File: src/rtl/msx_reload_sequencer_pkg.sv
// Shared types and helpers for the MSX reload sequencer.
// Holds the sequencer state encoding and the counter sizing rule.
package msx_reload_sequencer_pkg;

    typedef enum logic [2:0] {
        IDLE,
        SETTLE,
        SAVE,
        CLEAR,
        HOLD,
        LATCH
    } reload_state_t;

    // A counter loaded with depth-1 needs $clog2(depth) bits, but never fewer than one.
    function automatic int cnt_width(input int depth);
        return (depth < 2) ? 1 : $clog2(depth);
    endfunction

    function automatic int max3(input int a, input int b, input int c);
        int m;
        m = (a > b) ? a : b;
        return (m > c) ? m : c;
    endfunction

endpackage

File: src/rtl/msx_reload_sequencer_if.sv
// Bundles the configuration, SRAM-save and cartridge-clear signals of the reload sequencer.
// The master side is the sequencer itself; the slave side is the surrounding system.
interface msx_reload_sequencer_if #(
    parameter int CFG_W  = 19,
    parameter int ADDR_W = 14
) ();

    logic [CFG_W-1:0]  cfg_word;
    logic              ext_reset_req;
    logic              sram_dirty;
    logic              save_ack;
    logic              clr_ready;
    logic [CFG_W-1:0]  cfg_active;
    logic              cfg_latch;
    logic              msx_reset;
    logic              save_req;
    logic              clr_we;
    logic [ADDR_W-1:0] clr_addr;
    logic              save_err;
    logic              busy;

    modport master (
        input  cfg_word, ext_reset_req, sram_dirty, save_ack, clr_ready,
        output cfg_active, cfg_latch, msx_reset, save_req, clr_we, clr_addr, save_err, busy
    );

    modport slave (
        output cfg_word, ext_reset_req, sram_dirty, save_ack, clr_ready,
        input  cfg_active, cfg_latch, msx_reset, save_req, clr_we, clr_addr, save_err, busy
    );

endinterface

File: src/rtl/msx_reload_sequencer.sv
// Reload sequencer: debounces configuration edits, optionally saves SRAM, clears cartridge RAM,
// holds the core in reset and finally latches the new configuration as the active one.
module msx_reload_sequencer
    import msx_reload_sequencer_pkg::*;
#(
    parameter int CFG_W         = 19,
    parameter int SETTLE_CYCLES = 1024,
    parameter int SAVE_TIMEOUT  = 65535,
    parameter int CLEAR_DEPTH   = 16384,
    parameter int ADDR_W        = 14,
    parameter int RESET_HOLD    = 64
) (
    input  logic                  clk,
    input  logic                  reset_n,
    msx_reload_sequencer_if.master bus
);

    localparam int CNT_W = cnt_width(max3(SETTLE_CYCLES, SAVE_TIMEOUT, RESET_HOLD));

    localparam logic [CNT_W-1:0]  SETTLE_LOAD = CNT_W'(SETTLE_CYCLES - 1);
    localparam logic [CNT_W-1:0]  SAVE_LOAD   = CNT_W'(SAVE_TIMEOUT - 1);
    localparam logic [CNT_W-1:0]  HOLD_LOAD   = CNT_W'(RESET_HOLD - 1);
    localparam logic [ADDR_W-1:0] ADDR_LAST   = ADDR_W'(CLEAR_DEPTH - 1);

    reload_state_t     state_q, state_d;
    logic [CNT_W-1:0]  cnt_q, cnt_d;
    logic [ADDR_W-1:0] addr_q, addr_d;
    logic [CFG_W-1:0]  sample_q, sample_d;
    logic [CFG_W-1:0]  active_q, active_d;
    logic              live_q, live_d;
    logic              err_q, err_d;

    logic              msx_reset_q, msx_reset_d;
    logic              busy_q, busy_d;
    logic              save_req_q, save_req_d;
    logic              clr_we_q, clr_we_d;
    logic              latch_q, latch_d;

    // live_q selects what LATCH captures: the settled sample, or the live word after a plain reset.
    always_ff @(posedge clk or negedge reset_n) begin
        if (!reset_n) begin
            state_q     <= HOLD;
            cnt_q       <= HOLD_LOAD;
            addr_q      <= '0;
            sample_q    <= '0;
            active_q    <= '0;
            live_q      <= 1'b1;
            err_q       <= 1'b0;
            msx_reset_q <= 1'b1;
            busy_q      <= 1'b1;
            save_req_q  <= 1'b0;
            clr_we_q    <= 1'b0;
            latch_q     <= 1'b0;
        end else begin
            state_q     <= state_d;
            cnt_q       <= cnt_d;
            addr_q      <= addr_d;
            sample_q    <= sample_d;
            active_q    <= active_d;
            live_q      <= live_d;
            err_q       <= err_d;
            msx_reset_q <= msx_reset_d;
            busy_q      <= busy_d;
            save_req_q  <= save_req_d;
            clr_we_q    <= clr_we_d;
            latch_q     <= latch_d;
        end
    end

    always_comb begin
        state_d  = state_q;
        cnt_d    = cnt_q;
        addr_d   = addr_q;
        sample_d = sample_q;
        active_d = active_q;
        live_d   = live_q;
        err_d    = err_q;

        unique case (state_q)
            IDLE: begin
                if (bus.cfg_word != active_q) begin
                    state_d  = SETTLE;
                    cnt_d    = SETTLE_LOAD;
                    sample_d = bus.cfg_word;
                    live_d   = 1'b0;
                end else if (bus.ext_reset_req) begin
                    state_d = HOLD;
                    cnt_d   = HOLD_LOAD;
                    live_d  = 1'b1;
                end
            end

            SETTLE: begin
                if (bus.cfg_word != sample_q) begin
                    cnt_d    = SETTLE_LOAD;
                    sample_d = bus.cfg_word;
                end else if (cnt_q == '0) begin
                    // An edit that was reverted before settling only pulses the core reset.
                    if (sample_q == active_q) begin
                        state_d = HOLD;
                        cnt_d   = HOLD_LOAD;
                    end else if (bus.sram_dirty) begin
                        state_d = SAVE;
                        cnt_d   = SAVE_LOAD;
                    end else begin
                        state_d = CLEAR;
                        addr_d  = '0;
                    end
                end else begin
                    cnt_d = cnt_q - CNT_W'(1);
                end
            end

            SAVE: begin
                if (bus.save_ack) begin
                    state_d = CLEAR;
                    addr_d  = '0;
                end else if (cnt_q == '0) begin
                    state_d = CLEAR;
                    addr_d  = '0;
                    err_d   = 1'b1;
                end else begin
                    cnt_d = cnt_q - CNT_W'(1);
                end
            end

            CLEAR: begin
                if (clr_we_q && bus.clr_ready) begin
                    if (addr_q == ADDR_LAST) begin
                        state_d = HOLD;
                        cnt_d   = HOLD_LOAD;
                        addr_d  = '0;
                    end else begin
                        addr_d = addr_q + ADDR_W'(1);
                    end
                end
            end

            HOLD: begin
                if (cnt_q == '0) begin
                    state_d  = LATCH;
                    active_d = live_q ? bus.cfg_word : sample_q;
                end else begin
                    cnt_d = cnt_q - CNT_W'(1);
                end
            end

            LATCH: begin
                state_d = IDLE;
            end

            default: begin
                state_d = HOLD;
                cnt_d   = HOLD_LOAD;
                live_d  = 1'b1;
            end
        endcase
    end

    // Outputs are registered from the next state so every strobe lines up with its state edge.
    always_comb begin
        msx_reset_d = (state_d != IDLE);
        busy_d      = (state_d != IDLE);
        save_req_d  = (state_d == SAVE);
        clr_we_d    = (state_d == CLEAR);
        latch_d     = (state_d == LATCH);
    end

    assign bus.cfg_active = active_q;
    assign bus.cfg_latch  = latch_q;
    assign bus.msx_reset  = msx_reset_q;
    assign bus.save_req   = save_req_q;
    assign bus.clr_we     = clr_we_q;
    assign bus.clr_addr   = addr_q;
    assign bus.save_err   = err_q;
    assign bus.busy       = busy_q;

endmodule

File: src/flat_wrapper.sv
// flat-port wrapper written by rule: the top's interface ports become plain ports
module msx_reload_sequencer_flat import msx_reload_sequencer_pkg::*;
#(
    parameter int CFG_W         = 19,
    parameter int SETTLE_CYCLES = 1024,
    parameter int SAVE_TIMEOUT  = 65535,
    parameter int CLEAR_DEPTH   = 16384,
    parameter int ADDR_W        = 14,
    parameter int RESET_HOLD    = 64
)
  (clk, reset_n, bus_cfg_word, bus_ext_reset_req, bus_sram_dirty, bus_save_ack, bus_clr_ready, bus_cfg_active, bus_cfg_latch, bus_msx_reset, bus_save_req, bus_clr_we, bus_clr_addr, bus_save_err, bus_busy);
  msx_reload_sequencer_if #(.CFG_W(CFG_W), .ADDR_W(ADDR_W)) bus_i ();
  input  logic clk;
  input  logic reset_n;
  input wire logic [$bits(bus_i.cfg_word)-1:0] bus_cfg_word;
  input wire logic [$bits(bus_i.ext_reset_req)-1:0] bus_ext_reset_req;
  input wire logic [$bits(bus_i.sram_dirty)-1:0] bus_sram_dirty;
  input wire logic [$bits(bus_i.save_ack)-1:0] bus_save_ack;
  input wire logic [$bits(bus_i.clr_ready)-1:0] bus_clr_ready;
  output wire logic [$bits(bus_i.cfg_active)-1:0] bus_cfg_active;
  output wire logic [$bits(bus_i.cfg_latch)-1:0] bus_cfg_latch;
  output wire logic [$bits(bus_i.msx_reset)-1:0] bus_msx_reset;
  output wire logic [$bits(bus_i.save_req)-1:0] bus_save_req;
  output wire logic [$bits(bus_i.clr_we)-1:0] bus_clr_we;
  output wire logic [$bits(bus_i.clr_addr)-1:0] bus_clr_addr;
  output wire logic [$bits(bus_i.save_err)-1:0] bus_save_err;
  output wire logic [$bits(bus_i.busy)-1:0] bus_busy;
  assign bus_i.cfg_word = bus_cfg_word;
  assign bus_i.ext_reset_req = bus_ext_reset_req;
  assign bus_i.sram_dirty = bus_sram_dirty;
  assign bus_i.save_ack = bus_save_ack;
  assign bus_i.clr_ready = bus_clr_ready;
  assign bus_cfg_active = bus_i.cfg_active;
  assign bus_cfg_latch = bus_i.cfg_latch;
  assign bus_msx_reset = bus_i.msx_reset;
  assign bus_save_req = bus_i.save_req;
  assign bus_clr_we = bus_i.clr_we;
  assign bus_clr_addr = bus_i.clr_addr;
  assign bus_save_err = bus_i.save_err;
  assign bus_busy = bus_i.busy;
  msx_reload_sequencer #(.CFG_W(CFG_W), .SETTLE_CYCLES(SETTLE_CYCLES), .SAVE_TIMEOUT(SAVE_TIMEOUT), .CLEAR_DEPTH(CLEAR_DEPTH), .ADDR_W(ADDR_W), .RESET_HOLD(RESET_HOLD)) u_core (.clk(clk), .reset_n(reset_n), .bus(bus_i));
endmodule
File: config.mk
export PLATFORM = sky130hd
export DESIGN_NAME = msx_reload_sequencer_flat
export DESIGN_NICKNAME = d
export VERILOG_FILES = /design/src/rtl/msx_reload_sequencer_pkg.sv /design/src/rtl/msx_reload_sequencer_if.sv /design/src/rtl/msx_reload_sequencer.sv /design/src/flat_wrapper.sv
export SDC_FILE = /design/constraint.sdc
export NUM_CORES = 1
export LEC_CHECK = 0
export CAP_MARGIN = 15
export CORE_MARGIN = 2
export CORE_UTILIZATION = 45
export DETAILED_ROUTE_END_ITERATION = 8
export GPL_TIMING_DRIVEN = 0
export PLACE_DENSITY = 0.67
export SLEW_MARGIN = 20
export SYNTH_ARGS = -nofsm -noshare
export SYNTH_HDL_FRONTEND = slang
export SYNTH_SLANG_ARGS = --single-unit
File: constraint.sdc
create_clock -name clk -period 3.22 [get_ports clk]
set_clock_uncertainty 0.15 [all_clocks]
set_input_delay 0.483 -clock clk [delete_from_list [all_inputs] [get_ports clk]]
set_output_delay 0.483 -clock clk [all_outputs]
set_load 0.01 [all_outputs]
==> impl_metrics.env <==
export IMPL_status="complete, no violations"
export IMPL_synth_avg_cell_area_sq_um=9.77
export IMPL_netlist_instances=493
export IMPL_synth_cell_types=71
export IMPL_dp_cells=693
export IMPL_drive_gt1_frac=0.127
export IMPL_cts_resized=0
export IMPL_synth_most_common_cell="dfrtp_1"
export IMPL_setup_viol=0
export IMPL_syn_to_final_growth_pct=21.6
export IMPL_core_area_sq_um=10400
export IMPL_io_buffers=63
export IMPL_drtAntennaViolNets=0
export IMPL_cp_end_kind="flip-flop"
export IMPL_yosysSeqAreaShare=0.402
export IMPL_fmax_ghz=0.332
export IMPL_io_pin_count=64
export IMPL_routed_wirelength_um=11900
export IMPL_finalMaxSlewViolations=0
export IMPL_yosysTopAreaCell="dfrtp_1"
export IMPL_synthTopCellsByArea="dfrtp_1, xor2_1, dfstp_2"
export IMPL_num_antenna_cells=0
export IMPL_ir_worst_vdd_mv=0.155
export IMPL_synthesis_area_sq_um=4820
export IMPL_crit_type="primary input to flip-flop"
export IMPL_crit_fanout=10
export IMPL_hold_viol=0
export IMPL_tightest_slew_ns=0.846
export IMPL_start_util=0.464
export IMPL_ys_warn_count=0
export IMPL_wl_per_cell_um=16.8
export IMPL_clock_path_buffers=2
export IMPL_cts_clk_slew_worst_paths_ns=0.08
export IMPL_hp_class="flip-flop to flip-flop"
export IMPL_power_leakage_nw=2.26
export IMPL_ctsHtreeMaxLevel=3
export IMPL_cts_tree="yes"
export IMPL_async_flop_share=1.00
export IMPL_instances_no_fill=710
export IMPL_period_minus_slack_ns=3.01
export IMPL_postCtsHoldBufs=1
export IMPL_drc_errors=0
export IMPL_grt_pass1_vias=3923
export IMPL_fp_dieH_um=107
export IMPL_avgViaCountPerCell=5.70
export IMPL_synth_cells_most_frequent="dfrtp_1, o21ai_0, nor2_1"
export IMPL_synth_main_ff_cell="dfrtp_1"
export IMPL_gp_congestion=0.890
export IMPL_die_area_sq_um=11500
export IMPL_cap_violations=0
export IMPL_synth_seq_cells=77
export IMPL_drt_iter0_drc=168
export IMPL_antenna_found_initial=0
export IMPL_cp_data_required_time_ns=3.31
export IMPL_numClockSinks=77
export IMPL_num_rows=37
export IMPL_syn_num_nets=521
export IMPL_post_cts_setup_buffers=0
export IMPL_final_util=0.565
export IMPL_vias=4050
export IMPL_grt_overflow=0
export IMPL_power_density_nw_per_um2=361
export IMPL_dr_pass1_iters=4
export IMPL_grt_max_degree=53
export IMPL_finalCritPeriodShare=0.935
export IMPL_synth_top_area_frac=0.353
export IMPL_grt_pass1_wl_um=19800
export IMPL_clock_latency_ns=0.36
export IMPL_critPathArrivalTime_ns=3.10
export IMPL_max_slew_margin=0.436
export IMPL_place_hpwl_um=8890
export IMPL_cts_buffers_inserted=9
export IMPL_grt_use_total=0.218
export IMPL_cp_start_kind="primary input"
export IMPL_die_x_um=107
export IMPL_nNetsFinal=597
export IMPL_synth_edff_count=0
export IMPL_cts_root_buf="clkbuf_8"
export IMPL_rsz0062_at_grt="no"
[power by group]
group / switching [mW] / internal, mW / total (mW)
combinational: 0.131 / 0.147 / 0.279
sequential: 0.0628 / 1.01 / 1.07
clock: 0.361 / 0.402 / 0.763
total: 0.556 / 1.56 / 2.11
[kinds of logic after synthesis]
family	synth area share
buffers and inverters	0.0317
DFF	0.402
muxes	0.0883
adders and majority gates	0.00780
AOI/OAI and AO/OA	0.167
xor gates and xnor gates	0.105
and+or+nand+nor	0.197
[critical path, stage by stage]
cell	delay (ns)
clkdlybuf4s50_1	0.57
xor2_1	0.25
nor4_1	0.09
nand3_1	0.18
nor2_1	0.08
buf_2	0.18
o21ai_2	0.49
buf_2	0.39
mux2_2	0.37
[per-layer routing]
| layer | global-route usage | part of all wire | vias to the layer above |
|---|---|---|---|
| li1 | - | - | 1962 |
| met1 | 0.298 | 0.46 | 1936 |
| met2 | 0.343 | 0.47 | 129 |
| met3 | 0.0406 | 0.053 | 23 |
| met4 | 0.0852 | 0.022 | 0 |
| met5 | 0 | 0 | - |
[final timing paths]
| path | from | end | slack (ns) | cells past startpoint |
|---|---|---|---|---|
| worst max-delay path | bus_cfg_word[3] | u_core.sample_q[9] | 0.21 | 9 |
| worst min-delay path | u_core.bus.save_err | u_core.bus.save_err | 0.32 | 1 |
| worst max register to register | u_core.bus.cfg_active[18] | u_core.sample_q[11] | 0.42 | 7 |
| worst min register to register | u_core.bus.save_err | u_core.bus.save_err | 0.32 | 1 |
| max in group asynchronous | reset_n | u_core.cnt_q[5] | 1.88 | 3 |
| min in group asynchronous | reset_n | u_core.bus.clr_addr[13] | 0.41 | 2 |
[flip-flops by register name, indices dropped and copies added, names as in the netlist]
register / cells
u_core.bus.msx_reset: 1
u_core.bus.save_req: 1
u_core.bus.clr_we: 1
u_core.live_q: 1
u_core.state_q: 3
u_core.cnt_q: 16
u_core.bus.cfg_active: 19
u_core.bus.cfg_latch: 1
u_core.sample_q: 19
u_core.bus.clr_addr: 14
u_core.bus.save_err: 1
[stage by stage]
| stage | power [mW] | hold slack [ns] | TNS [ns] | setup slack [ns] | instance area, sq um |
|---|---|---|---|---|---|
| after floorplan | 1.21 | 0.0374 | 0 | 0.752 | 4820 |
| after global placement | 1.36 | 0.291 | -88.50 | -1.24 | 5620 |
| after detailed placement | 1.37 | 0.270 | -1.86 | -0.191 | 5640 |
| after CTS | 2.14 | 0.326 | 0 | 0.183 | 5850 |
| after global routing | 2.22 | 0.361 | 0 | 0.0546 | 5850 |
| final | 2.11 | 0.324 | 0 | 0.210 | 5850 |
[layout make-up]
cell class,count,area (sq um)
timing repair buffer,65,666
sequential,77,1940
inverter,12,45.0
multi-input combinational,384,2730
clock inverter,3,43.8
buffer,20,108
tap,136,170
clock buffer,13,159
fill,939,4520
[cell usage in the layout, fill, tap and decap left out, types with 8 or more instances in the layout]
cell	n
dfrtp_1	68
clkdlybuf4s50_1	62
o21ai_0	42
nor2_1	36
xor2_1	35
nand2_1	34
xnor2_1	23
mux2i_1	20
mux2_2	16
nand3_1	15
clkbuf_1	13
inv_1	12
o31ai_1	12
clkbuf_8	11
nand4_1	10
nor4_1	10
nor3_1	10
a21oi_1	9
dfstp_2	9
nor2b_1	8
No activity file was read; power rests on OpenSTA's default activity.
